$ cat src/rtl/lifo_stack_param.sv
`default_nettype none
// ============================================================================
// Module   : lifo_stack_param
// Purpose  : Parametrised synchronous LIFO stack with occupancy count, a
//            combinational peek of the top entry, an almost-full flag,
//            replace-top on simultaneous push+pop, and sticky overflow/
//            underflow error flags.
// Ports    : clk, rst          - clock, synchronous active-high reset
//            enable            - qualifies push/pop
//            push, pop         - operation request ({push,pop})
//            clr_err           - clears the sticky error flags
//            data_in           - data to push / replace with
//            data_out          - registered popped data
//            out_valid         - one-cycle pulse, data_out updated
//            top_data          - current top entry (0 when empty)
//            count             - stored entries, 0..DEPTH
//            empty/full/almost_full - decoded from count
//            invalid           - one-cycle pulse on a rejected operation
//            overflow_err      - sticky, a push was rejected
//            underflow_err     - sticky, a pop was rejected
// Revision : 1.0 - initial release
// ============================================================================
module lifo_stack_param #(
    parameter int DATA_W    = 4,
    parameter int DEPTH     = 8,
    parameter int AFULL_LVL = 6,
    parameter int CNT_W     = $clog2(DEPTH + 1)
) (
    input  logic              clk,
    input  logic              rst,
    input  logic              enable,
    input  logic              push,
    input  logic              pop,
    input  logic              clr_err,
    input  logic [DATA_W-1:0] data_in,
    output logic [DATA_W-1:0] data_out,
    output logic              out_valid,
    output logic [DATA_W-1:0] top_data,
    output logic [CNT_W-1:0]  count,
    output logic              empty,
    output logic              full,
    output logic              almost_full,
    output logic              invalid,
    output logic              overflow_err,
    output logic              underflow_err
);

    localparam int             IDX_W       = $clog2(DEPTH);
    localparam logic [CNT_W-1:0] c_DEPTH_CNT = CNT_W'(DEPTH);
    localparam logic [CNT_W-1:0] c_AFULL_CNT = CNT_W'(AFULL_LVL);
    localparam logic [CNT_W-1:0] c_ONE       = CNT_W'(1);

    logic [DATA_W-1:0] r_mem [DEPTH];
    logic [CNT_W-1:0]  r_count;
    logic [DATA_W-1:0] r_data_out;
    logic              r_out_valid;
    logic              r_invalid;
    logic              r_ovf_err;
    logic              r_unf_err;

    logic              w_empty;
    logic              w_full;
    logic [IDX_W-1:0]  w_wr_idx;
    logic [IDX_W-1:0]  w_top_idx;
    logic              w_do_push;
    logic              w_do_pop;
    logic              w_replace;
    logic              w_ovf;
    logic              w_unf;

    assign w_empty = (r_count == '0);
    assign w_full  = (r_count == c_DEPTH_CNT);

    // Indices are only used when the matching operation is legal, so the
    // truncation never aliases: a push implies count < DEPTH and a read of
    // the top implies count >= 1.
    assign w_wr_idx  = IDX_W'(r_count);
    assign w_top_idx = IDX_W'(r_count - c_ONE);

    assign w_do_push = enable &  push & ~pop & ~w_full;
    assign w_ovf     = enable &  push & ~pop &  w_full;
    assign w_do_pop  = enable & ~push &  pop & ~w_empty;
    assign w_unf     = enable & ~push &  pop &  w_empty;
    assign w_replace = enable &  push &  pop;

    // Storage carries no reset; entries at or above count are never observed.
    always_ff @(posedge clk) begin
        if (w_do_push) begin
            r_mem[w_wr_idx] <= data_in;
        end else if (w_replace && !w_empty) begin
            r_mem[w_top_idx] <= data_in;
        end
    end

    always_ff @(posedge clk) begin
        if (rst) begin
            r_count     <= '0;
            r_data_out  <= '0;
            r_out_valid <= 1'b0;
            r_invalid   <= 1'b0;
            r_ovf_err   <= 1'b0;
            r_unf_err   <= 1'b0;
        end else begin
            r_out_valid <= w_do_pop | w_replace;
            r_invalid   <= w_ovf | w_unf;

            if (w_do_push) begin
                r_count <= r_count + c_ONE;
            end else if (w_do_pop) begin
                r_count <= r_count - c_ONE;
            end

            if (w_do_pop) begin
                r_data_out <= r_mem[w_top_idx];
            end else if (w_replace) begin
                // Replace on an empty stack passes the input straight through.
                r_data_out <= w_empty ? data_in : r_mem[w_top_idx];
            end

            // A new error wins over a coincident clear.
            if (w_ovf) begin
                r_ovf_err <= 1'b1;
            end else if (clr_err) begin
                r_ovf_err <= 1'b0;
            end

            if (w_unf) begin
                r_unf_err <= 1'b1;
            end else if (clr_err) begin
                r_unf_err <= 1'b0;
            end
        end
    end

    assign data_out      = r_data_out;
    assign out_valid     = r_out_valid;
    assign top_data      = w_empty ? '0 : r_mem[w_top_idx];
    assign count         = r_count;
    assign empty         = w_empty;
    assign full          = w_full;
    assign almost_full   = (r_count >= c_AFULL_CNT);
    assign invalid       = r_invalid;
    assign overflow_err  = r_ovf_err;
    assign underflow_err = r_unf_err;

endmodule
`default_nettype wire
$ cat config.mk
export PLATFORM = sky130hd
export DESIGN_NAME = lifo_stack_param
export DESIGN_NICKNAME = d
export VERILOG_FILES = /design/src/rtl/lifo_stack_param.sv
export SDC_FILE = /design/constraint.sdc
export NUM_CORES = 1
export LEC_CHECK = 0
export ABC_AREA = 0
export CORE_MARGIN = 3
export CORE_UTILIZATION = 48
export DETAILED_ROUTE_END_ITERATION = 6
export PLACE_DENSITY = 0.76
export SLEW_MARGIN = 15
export SYNTH_ARGS = -nofsm -noshare
export SYNTH_HDL_FRONTEND = slang
export SYNTH_SLANG_ARGS = --single-unit
$ cat constraint.sdc
create_clock -name clk -period 2.6 [get_ports clk]
set_input_delay 0.52 -clock clk [delete_from_list [all_inputs] [get_ports clk]]
set_output_delay 0.52 -clock clk [all_outputs]
set_load 0.02 [all_outputs]
# Word level (Yosys, flattened, before mapping)
# Memories as Yosys holds them, arrays and structs flattened.
# Index checks and enable logic that the tools add are counted.
[op_classes]
add_sub_neg = 2
order_cmp = 1
n_eq_ne = 1
mux = 17
bitwise = 15
n_reduce_logical = 8
[ops]
columns = ["op", "count"]
rows = [
  ["$mux 4", 7],
  ["$and 1x1->1", 9],
  ["$mux 1", 9],
  ["$reduce_bool 2->1", 4],
  ["$add 4x1->4 const B", 1],
  ["$eq 4x4->1 const B", 1],
  ["$ge 4x3->1 const B", 1],
  ["$logic_not 4->1", 1],
  ["$not 1->1", 4],
  ["$reduce_or 4->1", 1],
  ["$sub 4x1->4 const B", 1],
  ["$mux 3", 1],
  ["$or 1x1->1", 2],
  ["$logic_and 1x1->1", 1],
  ["$logic_not 1->1", 1],
]
[totals]
reg_bits = 12
ramBits = 32
in_bits = 10
elab_cells = 51
n_memories = 1
[mem_list]
columns = ["memory", "words", "width", "rd", "rd_ports_with_merged_regs", "write_ports", "line_no", "rtl"]
rows = [
  ["r_mem", 8, 4, 1, 0, 1, "53", "logic [DATA_W-1:0] r_mem [DEPTH];"],
]

# Logic depth before layout (Yosys ltp)
# Gate-level depths: netlist of run 1.
[depth]
depth_word = 8
depth_mapped = 9

# Worst setup path before layout of run 1
# OpenSTA, ideal clock, no wires.
[synth_path]
kind = "reg-to-reg"
startpoint = "register r_count[0] (netlist: count[0])"
endpoint = "memory r_mem[2][0] (enable)"
setup_time_ns = 0.329
arrival_ns = 2.399
required_time_ns = 2.271
setup_slack_ns = -0.128
path_stages_with_launch = 9
cell_sequence = "dfxtp_1 -> buf_6 -> clkbuf_8 -> inv_1 -> ha_1 -> clkbuf_1 -> or4b_4 -> a22o_1 -> nor2_1"
[synth_between]
elab_chain_len = 8
word_cells_on_any_way = 15
[synth_rtl]
columns = ["element", "line_no", "rtl"]
rows = [
  ["start, declared", "54", "logic [CNT_W-1:0] r_count;"],
  ["start signal, assigned", "108", "r_count <= r_count + c_ONE;"],
  ["start signal, assigned", "110", "r_count <= r_count - c_ONE;"],
  ["$logic_not 4->1", "71", "assign w_empty = (r_count == '0);"],
  ["$logic_not 1->1", "90", "end else if (w_replace && !w_empty) begin"],
  ["$logic_and 1x1->1", "90", ""],
  ["$mux 1", "90", ""],
  ["$mux 1", "88", "if (w_do_push) begin"],
  ["$mux 1 (implied by the code)", "91", "r_mem[w_top_idx] <= data_in;"],
  ["$reduce_or 4->1 (no source line)", "n/a", ""],
  ["$mux 3 (no source line) or $mux 1 (tied branches)", "n/a", ""],
  ["end, declared", "53", ""],
]
# Parallel ways exist; a longest one is shown, timed or not.

# Worst setup path in the final report of run 1
[layout_path]
startpoint = "register r_count[0] (netlist: count[0])"
endpoint = "output top_data[1]"
[layout_between]
elab_chain_len = 3
word_cells_on_any_way = 4
[layout_rtl]
columns = ["element", "line_no", "rtl"]
rows = [
  ["$sub 4x1->4", "n/a", ""],
  ["$mem_v2 8x4", "n/a", ""],
  ["$mux 4 (*)", "137", "assign top_data = w_empty ? '0 : r_mem[w_top_idx];"],
  ["end, declared", "38", "output logic [DATA_W-1:0] top_data,"],
]
# Mark *: on every way between the ends. The rest lies on a longest branch, timed or not.

==> out/metrics.yaml, run 1 <==
synth_top_area_share_pct: 47.7
hold_depth: 2
clock_skew_ns: 0.00774
hpwl_um: 2990
clockRootBuffer: "clkbuf_8"
totalPowerFinal_mw: 1.54
hp-class: "reg -> reg"
io_pins: 29
die_area_um2: 5010
min_from: "underflow_err$_SDFFE_PP0P_"
peakVddDrop_mv: 0.359
drive_above_1_share_pct: 18.7
post-place-ws_ns: 0.0635
worstRegToRegCells: 7
yosysSeqAreaShare_pct: 59.6
n_fill_cell: 276
power_density_nw_per_um2: 608
rsz0062_at_grt: "false"
detail-route-antenna-nets: 0
max_cap_viol_count: 0
wl_per_cell_um: 18.0
startpoint: "count[0]$_SDFFE_PP0P_"
drtIter0Drc: 73
use_met3_pct: 4.97
rr_startpoint: "count[1]$_SDFFE_PP0P_"
finalCritPeriodShare_pct: 95.8
area.sequential_um2: 1200
grt_usage_pct: 18.2
rows: 22
syn-cell-area_um2: 2020
syn_to_final_growth_pct: 25.9
vias_per_cell: 5.79
slew_viol_final: 0
synth-edff-count: 32
tightest_slew_ns: 0.478
path_clk_slew_ns: 0.08
wl_um: 4240
synth.distinct_cells: 41
synth_cells: 143
antenna_cells: 0
rrSetupSlack_ns: 0.26
path_class: "reg -> out"
p_sw_share_pct: 23.9
grt_pass1_wl_um: 7040
p_leak_nw: 0.943
ys_ff_latch: 44
slew_headroom_pct: 67.3
cts_max_level: 2
grt_use_met2_pct: 29.8
initial_utilization_pct: 52.3
synth_fa_ha_area_share_pct: 1.86
min_period_ns: 2.49
p_sw_uw: 369
p_comb_share_pct: 16.0
die_w_um: 70.8
cts_buffers: 5
core-area_um2: 3850
synth_fp_nets: 156
pwr-share-seq_pct: 50.5
synth_area_leader_cell: "edfxtp_1"
grt_max_degree: 19
multi_input_area_um2: 751
path_max_fanout: 18
worstPathArrival_ns: 1.97
hold_viol: 0
fin_ws_ns: 0.108
start_kind: "flip-flop"
port_buffers: 28
met1_usage_pct: 23.1
synthTopCellsByArea: "edfxtp_1 (48%), dfxtp_1 (12%), mux4_1 (6.5%)"
yosys_warnings: 0
avgSynthCellArea_um2: 14.1
vias: 1360
cp_data_required_time_ns: 2.08
max-clock-path-buffers: 2
setup_viol: 0
synth_compound_area_share_pct: 9.75
grt_busiest_layer: "met2"
overflow: 0
firstDrtPassIters: 4
synth_top_family_by_area: "simple AND/OR/NAND/NOR gates"
p_clk_share_pct: 33.5
end_kind: "primary output"
clk_latency_ns: 0.29
synth_ff_type: "edfxtp_1"
place_congestion: 0.772
p_int_mw: 1.17
drcViolationCount: 0
antenna_found_initial: 0
nNetsFinal: 199
grt_pass1_vias: 1357
cts_tree: "done"
status: "finished, final reports clean"
clock_sinks: 44
synth_xor_area_share_pct: 0.435
synth_mux_area_share_pct: 10.9
tns_ns: 0
fmax_mhz: 401
async_reset_ff_share_pct: 0
die_y_um: 70.8
synth_simple_gate_area_share_pct: 13.7
## repair_timing
item / in CTS / in global routing
buffers inserted: 0 / 0
hold buffers: 0 / 0
resized for setup: 7 / 0
setup endpoints to repair: 4 / 0
## per-layer routing
layer	part of all wire [%]	vias to the layer above
met5	0	-
met4	1.7	0
met3	6.0	8
met2	49	49
met1	43	657
li1	-	646
## state kept, by name, indices dropped and copies added, names as in the netlist
register / count
invalid: 1
out_valid: 1
overflow_err: 1
underflow_err: 1
r_mem: 32
data_out: 4
count: 4
## layout by cell type, fill, tap and decap left out, types with 4 or more instances in the layout
cell type / count
nand2_1: 15
nor2_1: 11
mux4_1: 5
dlygate4sd2_1: 4
inv_1: 4
edfxtp_1: 32
buf_4: 15
clkbuf_8: 5
dfxtp_1: 11
a22o_1: 8
clkdlybuf4s50_1: 24
nor3_1: 6
## critical path, cell delays in order (launching register included)
cell and delay [ns]:
dfxtp_2 0.34, buf_6 0.19, mux4_1 0.57, a22o_1 0.26
dlygate4sd2_1 0.32
## cell type report
cell class / instances / share of cell area (%)
Inverter: 4 / 0.591
Clock inverter: 3 / 1.68
Sequential cell: 44 / 47.4
Tap cell: 48 / 2.37
Multi-Input combinational cell: 87 / 29.6
Timing Repair Buffer: 44 / 15.7
Clock buffer: 5 / 2.71
## through the flow
stage / hold WS, ns / instance area, µm² / utilization [%] / cells
2_1_floorplan: 0.595 / 2020 / - / 143
3_3_place_gp: 0.475 / 2420 / 62.7 / 227
3_5_place_dp: 0.479 / 2420 / 62.7 / 227
4_1_cts: 0.502 / 2540 / 65.9 / 235
5_1_grt: 0.514 / 2540 / 65.9 / 235
6_report: 0.499 / 2540 / 65.9 / 235
## cells in the mapped netlist (2+ instances only)
cell,count
a211oi_1,2
a22o_1,8
a22oi_1,2
and2_1,2
and3b_1,2
buf_2,2
buf_6,2
dfxtp_1,12
edfxtp_1,32
ha_1,3
inv_1,4
mux4_1,5
mux4_2,3
nand2_1,15
nand2b_1,2
nor2_1,11
nor2b_1,2
nor3_1,6
nor4_1,2
o21a_1,2
o21ai_0,2
o221a_2,3
## final timing paths
check / to
setup / recovery: top_data[1]
hold / removal: underflow_err$_SDFFE_PP0P_
setup reg to reg: r_mem[6][1]$_DFFE_PP_
hold reg to reg: underflow_err$_SDFFE_PP0P_
## power by group through the flow
| stage | sequential (mW) | combinational, mW | clock, mW |
|---|---|---|---|
| after global routing | 0.782 | 0.268 | 0.560 |
| after CTS | 0.780 | 0.247 | 0.525 |
| after floorplan | 0.806 | 0.134 | 0 |
| after detailed placement | 0.796 | 0.247 | 0 |
| final | 0.780 | 0.247 | 0.516 |
| after global placement | 0.795 | 0.241 | 0 |
## cells by family (layout without fill, tap and decap cells)
kind of cell	after synthesis	count (layout)
mux	10	10
flops	44	44
compound gates	23	23
xor+xnor	1	1
buf+inv	12	56
simple gates	50	50
fa+ha+maj	3	3
Power figures use the tool's default switching activity.
==> run 2, diff against run 1 <==
Settings changed: PLACE_DENSITY 0.76 to 0.75.
==> out/metrics.yaml, run 2 (synthesis results as in run 1) <==
rows: 22  # unchanged
utilization_pct: 65.1  # -0.81 points
peakVddDrop_mv: 0.297  # -17%
layout_commonest_cell: "edfxtp_1"
core-area_um2: 3850  # unchanged
firstDrtPassIters: 4  # unchanged
drtIter0Drc: 53  # -27%
detail-route-antenna-nets: 0  # unchanged
clockRootBuffer: "clkbuf_8"
largest_reg_flops: 32  # unchanged
drive_above_1_share_pct: 18.3  # -0.44 points
cts_setup_buffers: 0  # unchanged
rrSetupSlack_ns: 0.29  # +0.03 ns
max_cap_viol_count: 0  # unchanged
path_max_fanout: 18  # unchanged
cp_data_required_time_ns: 2.08  # about the same
path_depth: 4  # unchanged
crit_chain: "buf_6, mux4_1, a22o_1, dlygate4sd2_1"
power_density_nw_per_um2: 571  # -6.1%
initial_utilization_pct: 52.3  # unchanged
max_stage_delay_ns: 0.63  # +0.06 ns
cts_buffers: 5  # unchanged
rsz0062_at_grt: "false"
wl_um: 3940  # -7.1%
grt_pass1_wl_um: 6580  # -6.6%
vias: 1355  # -0.37%
slew_viol_final: 0  # unchanged
max-clock-path-buffers: 2  # unchanged
overflow: 0  # unchanged
syn_to_final_growth_pct: 24.4
wl_per_cell_um: 16.8  # -6.7%
endpoint: "top_data[1]"
cts-hold-fix-buffers: 0  # unchanged
drcViolationCount: 0  # unchanged
place_congestion: 0.764  # -0.96%
hp-class: "reg -> reg"
slew_headroom_pct: 66.1  # -1.2 points
regMostFlops: "r_mem"
cp_slowest_cell: "mux4_1"
mostFrequentLayoutCells: "edfxtp_1 (32), clkdlybuf4s50_1 (24), nand2_1 (15)"
worstRegToRegCells: 7  # unchanged
end_kind: "primary output"
vias_per_cell: 5.79  # about the same
finalCritPeriodShare_pct: 96.7  # +0.82 points
grt_max_degree: 19  # unchanged
fmax_mhz: 398  # -0.85%
hold_viol: 0  # unchanged
worstPathArrival_ns: 1.99  # +0.02 ns
die_area_um2: 5010  # unchanged
cts-resized-gates: 7  # unchanged
hpwl_um: 2940  # -1.5%
grt_pass1_vias: 1331  # -1.9%
cts_tree: "done"
fin_ws_ns: 0.0871  # -0.0214 ns
min_period_ns: 2.51  # +0.0214 ns
antenna_found_initial: 0  # unchanged
n_fill_cell: 276  # unchanged
totalPowerFinal_mw: 1.43  # -7.2%
die_w_um: 70.8  # unchanged
startpoint: "count[0]$_SDFFE_PP0P_"
clock_skew_ns: 0.00365  # -0.00410 ns
antenna_cells: 0  # unchanged
cts_max_level: 2  # unchanged
r2r-end: "r_mem[6][0]$_DFFE_PP_"
path_clk_slew_ns: 0.08  # about the same
worst_path_dominant_cell_family: "multiplexers"
nNetsFinal: 198  # -0.50%
io_pins: 29  # unchanged
tightest_slew_ns: 0.505  # +0.0271 ns
cp.buffers_inverters: 2  # unchanged
path_class: "reg -> out"
die_y_um: 70.8  # unchanged
start_kind: "flip-flop"
post-place-ws_ns: 0.00521  # -0.0583 ns
rr_startpoint: "count[1]$_SDFFE_PP0P_"
setup_viol: 0  # unchanged
grt_usage_pct: 17.1  # -1.1 points
port_buffers: 28  # unchanged
clock_sinks: 44  # unchanged
holdWs_ns: 0.524  # +0.0250 ns
p_leak_nw: 0.920  # -2.5%
clk_latency_ns: 0.29  # about the same
status: "finished, final reports clean"
==> run 2: how the worst min path moves through the flow <==
stage	slack, ns	cells after the start	start	end
2_1_floorplan	0.60	2	underflow_err$_SDFFE_PP0P_	underflow_err$_SDFFE_PP0P_
3_3_place_gp	0.47	2	underflow_err$_SDFFE_PP0P_	underflow_err$_SDFFE_PP0P_
3_5_place_dp	0.50	2	underflow_err$_SDFFE_PP0P_	underflow_err$_SDFFE_PP0P_
4_1_cts	0.52	2	underflow_err$_SDFFE_PP0P_	underflow_err$_SDFFE_PP0P_
5_1_grt	0.54	2	underflow_err$_SDFFE_PP0P_	underflow_err$_SDFFE_PP0P_
6_report	0.52	2	underflow_err$_SDFFE_PP0P_	underflow_err$_SDFFE_PP0P_
==> run 2: layout make-up <==
cell class,instances,area [µm²],share of cell area (%)
clock buffer,5,68.8,2.74
clock inverter,3,18.8,0.749
inverter,4,15.0,0.599
multi-input combinational,87,751,29.9
sequential,44,1200,48.0
tap,48,60.1,2.40
timing repair buffer,43,392,15.6
==> run 2: tightest hold or removal path: cells and delay by family, from the launching register on <==
kind	cells	cell delay [ns]
flip-flops	1	0.35
AO/OA/AOI/OAI	1	0.07
AND/OR/NAND/NOR	1	0.08
==> run 2: metal layers <==
layer  track usage, %  vias to the layer above  part of all wire [%]
li1                 -                      647                     -
met1             21.0                      655                    44
met2             28.2                       44                    48
met3             5.54                        9                   5.5
met4             6.26                        0                   2.0
met5                0                        -                     0
==> run 2: power breakdown <==
part           internal, mW  total [mW]  switching, mW
registers             0.772       0.781        0.00876
clock network         0.185       0.406          0.221
logic                 0.118       0.245          0.127
==> run 2: through the flow <==
| stage | instance area (µm²) | instances | setup TNS, ns |
|---|---|---|---|
| after global placement | 2410 | 226 | 0 |
| after floorplan | 2020 | 143 | -0.552 |
| after detailed placement | 2410 | 226 | 0 |
| after CTS | 2510 | 234 | 0 |
| after global routing | 2510 | 234 | 0 |
| final | 2510 | 234 | 0 |
